==> config.mk <==
export PLATFORM = sky130hd
export DESIGN_NAME = fp_align_stage
export DESIGN_NICKNAME = d
export VERILOG_FILES = /design/src/rtl/fp_pkg.sv /design/src/rtl/fp_rshift_sticky.sv /design/src/rtl/fp_align_stage.sv
export SDC_FILE = /design/constraint.sdc
export NUM_CORES = 1
export LEC_CHECK = 0
export ABC_AREA = 0
export BUFFER_PORTS_ARGS = -buffer_cell sky130_fd_sc_hd__buf_2
export CORE_MARGIN = 2
export CORE_UTILIZATION = 30
export CTS_BUF_LIST = sky130_fd_sc_hd__clkbuf_8 sky130_fd_sc_hd__clkbuf_16
export CTS_CLUSTER_DIAMETER = 120
export DETAILED_ROUTE_END_ITERATION = 8
export PLACE_DENSITY = 0.6
export SYNTH_ARGS = -nofsm -noshare
export SYNTH_HDL_FRONTEND = slang
export SYNTH_SLANG_ARGS = --single-unit
==> constraint.sdc <==
create_clock -name clk -period 8.8 [get_ports clk]
set_input_delay 1.76 -clock clk [delete_from_list [all_inputs] [get_ports clk]]
set_output_delay 1.76 -clock clk [all_outputs]
set_load 0.1 [all_outputs]
==> src/rtl/fp_pkg.sv <==
// Shared widths and stage-1 control bundle for the FP adder alignment path.
package fp_pkg;
    localparam int FP_EXP_W = 8;
    localparam int FP_MAN_W = 24;

    typedef struct packed {
        logic big_sign;
        logic small_sign;
        logic swapped;
    } fp_s1_ctl_t;
endpackage

==> src/rtl/fp_rshift_sticky.sv <==
// Saturating right shifter with sticky OR of the bits shifted out.
// Sticky generation is only built when FP_ALIGN_STICKY_EN is defined.
module fp_rshift_sticky #(
    parameter int W    = 26,
    parameter int SH_W = 8
) (
    input  logic [W-1:0]    i_data,
    input  logic [SH_W-1:0] i_shamt,
    output logic [W-1:0]    o_data,
    output logic            o_sticky
);
    logic [31:0] w_sh;

    assign w_sh   = (32'(i_shamt) >= 32'(W)) ? 32'(W) : 32'(i_shamt);
    assign o_data = i_data >> w_sh;

`ifdef FP_ALIGN_STICKY_EN
    logic [W-1:0] w_lost;

    for (genvar gi = 0; gi < W; gi++) begin : g_lost
        assign w_lost[gi] = i_data[gi] && (32'(gi) < w_sh);
    end
    assign o_sticky = |w_lost;
`else
    assign o_sticky = 1'b0;
`endif
endmodule

==> src/rtl/fp_align_stage.sv <==
// Two-stage exponent alignment with valid/ready handshake.
// Optional sticky generation: define FP_ALIGN_STICKY_EN.
module fp_align_stage
    import fp_pkg::*;
#(
    parameter int EXP_W = FP_EXP_W,
    parameter int MAN_W = FP_MAN_W
) (
    input  logic             clk,
    input  logic             reset,
    input  logic             in_valid,
    output logic             in_ready,
    input  logic             a_sign,
    input  logic             b_sign,
    input  logic [EXP_W-1:0] a_exp,
    input  logic [EXP_W-1:0] b_exp,
    input  logic [MAN_W-1:0] a_man,
    input  logic [MAN_W-1:0] b_man,
    output logic             out_valid,
    input  logic             out_ready,
    output logic [EXP_W-1:0] out_exp,
    output logic             big_sign,
    output logic             small_sign,
    output logic [MAN_W-1:0] big_man,
    output logic [MAN_W+1:0] small_man,
    output logic             sticky,
    output logic             swapped,
    output logic [EXP_W-1:0] diff
);
    localparam int SM_W = MAN_W + 2;

    logic             w_en1;
    logic             w_en2;
    logic [EXP_W:0]   w_ab;
    logic [EXP_W-1:0] w_ba;
    logic             w_swap;
    logic [SM_W-1:0]  w_shifted;
    logic             w_sticky;

    logic             r_s1_valid;
    fp_s1_ctl_t       r_s1_ctl;
    logic [EXP_W-1:0] r_s1_exp;
    logic [MAN_W-1:0] r_s1_big_man;
    logic [MAN_W-1:0] r_s1_small_man;
    logic [EXP_W-1:0] r_s1_diff;

    assign w_en2    = !out_valid || out_ready;
    assign w_en1    = !r_s1_valid || w_en2;
    assign in_ready = w_en1 && !reset;

    // Extra top bit of a-b is the borrow: set exactly when b_exp > a_exp.
    assign w_ab   = {1'b0, a_exp} - {1'b0, b_exp};
    assign w_ba   = b_exp - a_exp;
    assign w_swap = w_ab[EXP_W];

    always_ff @(posedge clk or posedge reset) begin
        if (reset) begin
            r_s1_valid     <= 1'b0;
            r_s1_ctl       <= '0;
            r_s1_exp       <= '0;
            r_s1_big_man   <= '0;
            r_s1_small_man <= '0;
            r_s1_diff      <= '0;
        end else if (w_en1) begin
            r_s1_valid <= in_valid;
            if (in_valid) begin
                r_s1_ctl.swapped    <= w_swap;
                r_s1_ctl.big_sign   <= w_swap ? b_sign : a_sign;
                r_s1_ctl.small_sign <= w_swap ? a_sign : b_sign;
                r_s1_exp            <= w_swap ? b_exp  : a_exp;
                r_s1_big_man        <= w_swap ? b_man  : a_man;
                r_s1_small_man      <= w_swap ? a_man  : b_man;
                r_s1_diff           <= w_swap ? w_ba   : w_ab[EXP_W-1:0];
            end
        end
    end

    fp_rshift_sticky #(
        .W    (SM_W),
        .SH_W (EXP_W)
    ) u_shift (
        .i_data   ({r_s1_small_man, 2'b00}),
        .i_shamt  (r_s1_diff),
        .o_data   (w_shifted),
        .o_sticky (w_sticky)
    );

    always_ff @(posedge clk or posedge reset) begin
        if (reset) begin
            out_valid  <= 1'b0;
            out_exp    <= '0;
            big_sign   <= 1'b0;
            small_sign <= 1'b0;
            big_man    <= '0;
            small_man  <= '0;
            sticky     <= 1'b0;
            swapped    <= 1'b0;
            diff       <= '0;
        end else if (w_en2) begin
            out_valid <= r_s1_valid;
            if (r_s1_valid) begin
                out_exp    <= r_s1_exp;
                big_sign   <= r_s1_ctl.big_sign;
                small_sign <= r_s1_ctl.small_sign;
                big_man    <= r_s1_big_man;
                small_man  <= w_shifted;
                sticky     <= w_sticky;
                swapped    <= r_s1_ctl.swapped;
                diff       <= r_s1_diff;
            end
        end
    end
endmodule
==> reports/metrics.sh, run 1 <==
DRT-VIAS-PER-INSTANCE=4.850
FMAX_MHz=213.7
RSZ_0062_RAISED_AFTER_GLOBAL_ROUTING='no'
FINISH.UTILIZATION_PCT=36.99
FP.DIEAREA_SQ_UM=26190
LAYOUT-AREA-OVERHEAD-VS-SYNTH_PCT=20.75
ROUTED_WL_UM=19940
SYN-NUM-NETS=917
POWER_AFTER_LAYOUT_W=0.002704
CTS.REPORTEDPATHS.CLKPINSLEW_NS=0.06
AGGREGATE_GLOBAL_ROUTE_RESOURCE_USAGE_PCT=15.60
CP_DATA_ARRIVAL_TIME_NS=4.93
CRIT_PATH_CATEGORY='in2reg'
WORST_HOLD_SLACK_NS=0.4682
FRACTION_OF_LAYOUT_INSTANCES_USING_A_DRIVE_STRENGTH_ABOVE_1_PCT=20.15
TIMING.HOLD.WORST_ENDPOINT='diff[2]'
HPWLAFTERDP_UM=13930
CLK_LATENCY_NS=0.42
FIN_TNS_SETUP_NS=0
WORST_IR_DROP_VDD_uV=168.1
SYN-CELL-AREA_SQ_UM=7472
PLACE.GP.CONGESTION=0.8852
CTS_BUFFERS=17
FINAL.PERIOD_UTILIZATION_PCT=53.19
POWER.LEAKAGE_nW=4.751
WORST_R2R_STARTPOINT='r_s1_diff[5]'
YOSYS-TOP-CELLS-COUNT='sky130_fd_sc_hd__nand2_1, sky130_fd_sc_hd__dfrtp_1, sky130_fd_sc_hd__mux2i_1'
NUM-NETS-FINAL=1027
SETUP.WORST_PATH.START_CLASS='input pin'
DIE_X_EXTENT_UM=161.8
POST-SYNTH-TOP-AREA-FRACTION_PCT=46.22
SYN-INSTANCE-COUNT=830
HIGHEST_FANOUT_SEEN_ON_THE_CRITICAL_PATH=46
DIE-HEIGHT_UM=161.8
REGAREA_SQ_UM=3453
FINAL.MIN_CLOCK_PERIOD_NS=4.680
PLACEMENTROWS=57
P_COMB_SHARE_PCT=41.0
YS_TOP_CELLS_BY_AREA='sky130_fd_sc_hd__dfrtp_1, sky130_fd_sc_hd__mux2i_1, sky130_fd_sc_hd__nand2_1'
WORSTHOLDPATHTYPE='reg2reg'
SYNTH_EDF_COUNT=0
WORST-SLEW-PIN-TRANSITION_NS=1.223
DRT_FIRST_PASS_ITERS=7
CLOCK_TREE_ROOT_DRIVER_CELL='sky130_fd_sc_hd__clkbuf_16'
POST-SYNTH-TOP-COUNT-CELL='sky130_fd_sc_hd__nand2_1'
OUTCOME='complete, no violations'
ANT_NETS=0
FINALMAXSLEWVIOLATIONS=0
YS_DOMINANT_REG_CELL='sky130_fd_sc_hd__dfrtp_1'
CRITICAL_PATH.REG2REG.ENDPOINT='small_man[12]'
RRSETUPSLACK_NS=5.41
P_SW_W=0.001249
MAX_CAP_VIOLATIONS=0
GR-TOTAL-OVERFLOW=0
YS_SEQ_ELEMENTS=138
CTS-HOLD-FIX-BUFFERS=0
WORSTREGTOREGCELLS=7
START_UTIL_PCT=30.64
CLOCK_PATH_BUFFERS=2
POWER_DENSITY_nW_PER_UM2=299.7
MULTI_INPUT_COMB_AREA_SQ_UM=3719
GRT_PASS1_VIAS=6235
FINAL-HOLD-VIOLATION-COUNT=0
ANTENNADIODECOUNT=0
IO_PINS=142
ROUTED_WIRE_LENGTH_PER_INSTANCE_UM=15.61
SETUP_VIOLS_FINAL=0
HP-START='diff[2]'
PLACED_CELLS=1245
PLACEABLECOREAREA_SQ_UM=24390
FINAL_CELLS=1277
CP-END-KIND='flip-flop'
NUM_VIAS=6193
FIRST_ITER_VIOLATIONS=397
POSTCTSSETUPREPAIRBUFS=0
SHARE_CLK_OF_TOTAL_POWER_PCT=27.4
POST_SYNTHESIS_SEQUENTIAL_AREA_RATIO_PCT=46.22
WORST_HOLD_PATH.NUM_CELLS=2
SYNTH_AREA_PER_CELL_SQ_UM=9.003
POWER.INTERNAL_W=0.001456
SEQ_POWER_SHARE_PCT=31.6
ANTENNA_FOUND_INITIAL=0
FIN_WORST_SKEW_NS=0.01092
MAXIMUM_NUMBER_OF_PINS_ON_ONE_NET_BEFORE_GLOBAL_ROUTE_REPAIR=117
DETAIL_ROUTE.DRC_VIOLATIONS=0
CP_DATA_REQUIRED_TIME_NS=9.05
CTS_TREE='built'
SWITCHING_SHARE_PCT=46.18
SYNTH_TOP_CELL_BY_AREA='sky130_fd_sc_hd__dfrtp_1'
CTS_NUM_SINKS=138
SYNTH_CELL_TYPE_COUNT=54
GRT_FIRST_PASS_WIRELENGTH_UM=32530
TIMING.CRITICAL_PATH.SLOWEST_CELL_DELAY_NS=0.86
POSTCTSRESIZEDCELLS=0
PLACEMENT.IO_BUFFERS=140
TIMING.CRITICAL_PATH.CELLS='buf_2, inv_1, ha_1, a2111o_1, o21ai_4, buf_4, nor2_1, a31o_2, xnor2_1, o21ai_0'
TIMING.CRITICAL_PATH.SLOWEST_STAGE_CELL='sky130_fd_sc_hd__o21ai_4'
FILL_CELLS=2555
SYNTH_ASYNC_SR_FLOP_SHARE_PCT=100.0
SYNTHESIS.YOSYS.WARNINGS=0
HTREE_LEVELS=4
WORST_SLEW_MARGIN_REL_PCT=18.20
## cells by family (layout without fill, tap and decap cells)
logic type      Yosys count  count (layout)  share of synthesized area [%]
simple gates            311             311                          16.91
flops                   138             138                          46.22
mux                     112             112                          15.27
compound gates          167             167                          13.60
other cells               1               1                        0.05019
xor+xnor                  5               5                         0.5860
buf+inv                  79             202                          4.320
fa+ha+maj                17              17                          3.048
## cells in the final DEF, fill, tap and decap left out, drive strengths merged, types with 3 or more instances in the layout
| master | netlist | final |
|---|---|---|
| buf | 15 | 147 |
| nand2 | 241 | 241 |
| dfrtp | 138 | 138 |
| a221oi | 3 | 3 |
| mux2 | 6 | 6 |
| bufinv | 0 | 3 |
| o21ai | 91 | 91 |
| a32oi | 5 | 5 |
| nand3 | 7 | 7 |
| clkbuf | 41 | 17 |
| a221o | 3 | 3 |
| nand2b | 10 | 10 |
| a21oi | 19 | 19 |
| clkinvlp | 0 | 3 |
| o211ai | 4 | 4 |
| a31oi | 6 | 6 |
| nor2b | 4 | 4 |
| mux2i | 106 | 106 |
| and3 | 4 | 4 |
| inv | 23 | 26 |
| a22o | 3 | 3 |
| nor3 | 11 | 11 |
| ha | 15 | 15 |
| a21o | 8 | 8 |
| clkinv | 0 | 6 |
| o22ai | 4 | 4 |
| nor2 | 25 | 25 |
| xnor2 | 4 | 4 |
## worst max-delay path, delay by kind of cell
family	cells	cell delay, ns
AO/OA/AOI/OAI	4	1.66
buffers and inverters	3	0.81
adder cells (fa/ha/maj)	1	0.42
XOR/XNOR	1	0.12
AND/OR/NAND/NOR	1	0.11
## power by group through the flow
stage | Clock, W | Sequential, W | Combinational (W)
6_report | 0.000740 | 0.000856 | 0.00111
5_1_grt | 0.000786 | 0.000876 | 0.00118
4_1_cts | 0.000759 | 0.000858 | 0.00111
3_5_place_dp | 0 | 0.000868 | 0.00111
3_3_place_gp | 0 | 0.000866 | 0.00110
2_1_floorplan | 0 | 0.00133 | 0.000415
## registers in the layout, summed over array words and instances (netlist names)
name and flops:
small_man 26, big_man 24, r_s1_valid 1, r_s1_exp 8, small_sign 1, r_s1_ctl 3, out_valid 1, diff 8
big_sign 1, out_exp 8, r_s1_big_man 24, r_s1_diff 8, r_s1_small_man 24, swapped 1
## layout make-up
| class | instances | area share (%) |
|---|---|---|
| repair buffers | 147 | 8.348 |
| clock buffers | 17 | 4.715 |
| clock inverters | 15 | 1.941 |
| inverters | 23 | 1.012 |
| multi-input cells | 613 | 41.21 |
| flip-flops and latches | 138 | 38.27 |
| well taps | 324 | 4.493 |
## worst max path at each step
stage	end	slack, ns	startpoint	cells past startpoint
floorplan	big_man[0]	3.34	reset	1
global placement	r_s1_diff[3]	3.74	a_exp[5]	10
detailed placement	r_s1_diff[3]	3.69	a_exp[5]	10
CTS	r_s1_diff[3]	4.12	a_exp[5]	10
global route	r_s1_diff[3]	3.84	a_exp[5]	10
finish	r_s1_diff[3]	4.12	a_exp[5]	10
## per-layer routing
layer	wire (um)	part of all wire, %	track usage (%)	vias to the layer above
met3	1061	5.3	3.447	18
met1	9806	49	22.09	2955
met5	0	0	0	-
li1	-	-	-	3059
met4	303	1.5	4.827	0
met2	8768	44	23.81	161
## through the flow
stage	instance area [sq um]	setup WS, ns
finish	9022	4.120
global route	9022	3.842
CTS	9022	4.125
detailed placement	8422	3.692
global placement	8422	3.736
floorplan	7472	3.344
(Power assumes the default switching activity.)
==> run 2, diff against run 1 <==
clock period = 4.44 ns   (was 8.8 ns; I/O delays follow)
==> reports/metrics.sh, run 2 (synthesized netlist as in run 1, its figures left out) <==
NUM-NETS-FINAL=1034
FINAL.MIN_CLOCK_PERIOD_NS=3.095
CP_DATA_ARRIVAL_TIME_NS=3.36
SETUP_VIOLS_FINAL=0
GR-TOTAL-OVERFLOW=0
CTS_NUM_SINKS=138
FINAL.PERIOD_UTILIZATION_PCT=69.71
DIE_X_EXTENT_UM=161.8
FRACTION_OF_LAYOUT_INSTANCES_USING_A_DRIVE_STRENGTH_ABOVE_1_PCT=20.73
CLOCK_PATH_BUFFERS=2
PLACEMENTROWS=57
GRT_FIRST_PASS_WIRELENGTH_UM=32060
LAYOUT-AREA-OVERHEAD-VS-SYNTH_PCT=22.59
FIN_TNS_SETUP_NS=0
FP.DIEAREA_SQ_UM=26190
MOST_FREQUENT_STANDARD_CELL_IN_THE_LAYOUT_EXCLUDING_FILL_AND_TAP_CELLS='sky130_fd_sc_hd__nand2_1'
OUTCOME='complete, no violations'
WORST_HOLD_SLACK_NS=0.4636
FILL_CELLS=2513
PLACEMENT.IO_BUFFERS=140
DRT-VIAS-PER-INSTANCE=4.860
PLACEABLECOREAREA_SQ_UM=24390
POWER_DENSITY_nW_PER_UM2=602.0
FINAL_CELL_MIX='sky130_fd_sc_hd__nand2_1, sky130_fd_sc_hd__buf_2, sky130_fd_sc_hd__dfrtp_1'
DRT_FIRST_PASS_ITERS=5
REGAREA_SQ_UM=3453
ANT_NETS=0
WORST_R2R_STARTPOINT='r_s1_diff[3]'
RSZ_0062_RAISED_AFTER_GLOBAL_ROUTING='no'
CP_DATA_REQUIRED_TIME_NS=4.71
DIE-HEIGHT_UM=161.8
HTREE_LEVELS=4
SWITCHING_SHARE_PCT=44.62
IO_PINS=142
REGISTER_CONTAINING_THE_MOST_FLIP_FLOPS_IN_THE_FINAL_LAYOUT='small_man'
FMAX_MHz=323.1
CP-END-KIND='flip-flop'
MAXIMUM_NUMBER_OF_PINS_ON_ONE_NET_BEFORE_GLOBAL_ROUTE_REPAIR=108
AGGREGATE_GLOBAL_ROUTE_RESOURCE_USAGE_PCT=15.32
WORST-SLEW-PIN-TRANSITION_NS=0.9811
ROUTED_WL_UM=19770
HPWLAFTERDP_UM=14380
GRT_PASS1_VIAS=6069
PLACE.GP.CONGESTION=0.8879
NUM_VIAS=6240
ROUTED_WIRE_LENGTH_PER_INSTANCE_UM=15.40
START_UTIL_PCT=30.64
POWER.LEAKAGE_nW=4.820
HP-START='r_s1_big_man[5]'
HIGHEST_FANOUT_SEEN_ON_THE_CRITICAL_PATH=16
FIN_WORST_SKEW_NS=0.01114
P_SW_W=0.002461
ANTENNA_FOUND_INITIAL=0
POWER.INTERNAL_W=0.003054
WORST_IR_DROP_VDD_uV=269.9
POSTCTSSETUPREPAIRBUFS=0
CTS_TREE='built'
FINAL-HOLD-VIOLATION-COUNT=0
POSTCTSRESIZEDCELLS=0
WORST_SETUP_PATH_STARTPOINT='r_s1_diff[3]'
ANTENNADIODECOUNT=0
WORST_SLEW_MARGIN_REL_PCT=34.59
LARGEST_REG_FLOPS=26
SETUP.WORST_PATH.START_CLASS='flip-flop'
MAX_CAP_VIOLATIONS=0
P_COMB_SHARE_PCT=40.0
DETAIL_ROUTE.DRC_VIOLATIONS=0
MULTI_INPUT_COMB_AREA_SQ_UM=3719
FIRST_ITER_VIOLATIONS=501
CRIT_PATH_CATEGORY='reg2reg'
CLOCK_TREE_ROOT_DRIVER_CELL='sky130_fd_sc_hd__clkbuf_16'
SHARE_CLK_OF_TOTAL_POWER_PCT=29.1
CTS-HOLD-FIX-BUFFERS=0
CLK_LATENCY_NS=0.42
CTS_BUFFERS=17
CTS.REPORTEDPATHS.CLKPINSLEW_NS=0.06
SEQ_POWER_SHARE_PCT=30.9
FINALMAXSLEWVIOLATIONS=0
WORSTHOLDPATHTYPE='reg2reg'
run 2: metal layers:
layer	share of wire, %	wire (um)	global-route usage (%)	vias to the layer above
li1	-	-	-	3092
met1	50	9830	22.07	2970
met2	44	8724	23.40	165
met3	5.1	1006	3.371	13
met4	1.1	212	3.781	0
met5	0	0	0	-
run 2: path summary, 6_finish.rpt:
kind,to,slack (ns),depth (start not counted)
worst min register to register,big_man[5],0.46,2
min in group asynchronous,r_s1_small_man[3],0.55,2
worst max-delay path,small_man[8],1.35,7
max in group asynchronous,out_exp[2],3.11,3
worst max register to register,small_man[8],1.35,7
worst min-delay path,big_man[5],0.46,2
run 2: area by class of cell:
type / instances / share of cell area [%]
Timing Repair Buffer: 154 / 9.070
Inverter: 23 / 0.9835
Multi-Input combinational cell: 613 / 40.60
Sequential cell: 138 / 37.70
Clock inverter: 12 / 2.131
Tap cell: 324 / 4.426
Clock buffer: 20 / 5.095
run 2: power groups by stage:
stage	registers (W)	logic, W	clock network, W
finish	0.00170	0.00221	0.00160
global route	0.00174	0.00235	0.00169
CTS	0.00171	0.00221	0.00164
detailed placement	0.00173	0.00221	0
global placement	0.00172	0.00220	0
floorplan	0.00263	0.000823	0
run 2: stage by stage:
step | instances | area (sq um) | worst slack (ns) | total power, W | util (%)
2_1_floorplan | 830 | 7476 | 1.037 | 0.003456 | -
3_5_place_dp | 1252 | 8498 | 1.152 | 0.003937 | 34.84
4_1_cts | 1284 | 9160 | 1.372 | 0.005557 | 37.56
3_3_place_gp | 1252 | 8498 | 1.185 | 0.003919 | 34.84
6_report | 1284 | 9160 | 1.345 | 0.005515 | 37.56
5_1_grt | 1284 | 9160 | 1.146 | 0.005784 | 37.56
run 2: critical path, cell delays in order (launching register included):
cell	delay, ns
sky130_fd_sc_hd__dfrtp_1	0.67
sky130_fd_sc_hd__a31o_1	0.76
sky130_fd_sc_hd__buf_4	0.34
sky130_fd_sc_hd__mux2i_1	0.38
sky130_fd_sc_hd__mux2i_1	0.15
sky130_fd_sc_hd__mux2_2	0.34
sky130_fd_sc_hd__a2bb2oi_1	0.18
sky130_fd_sc_hd__a31oi_1	0.10
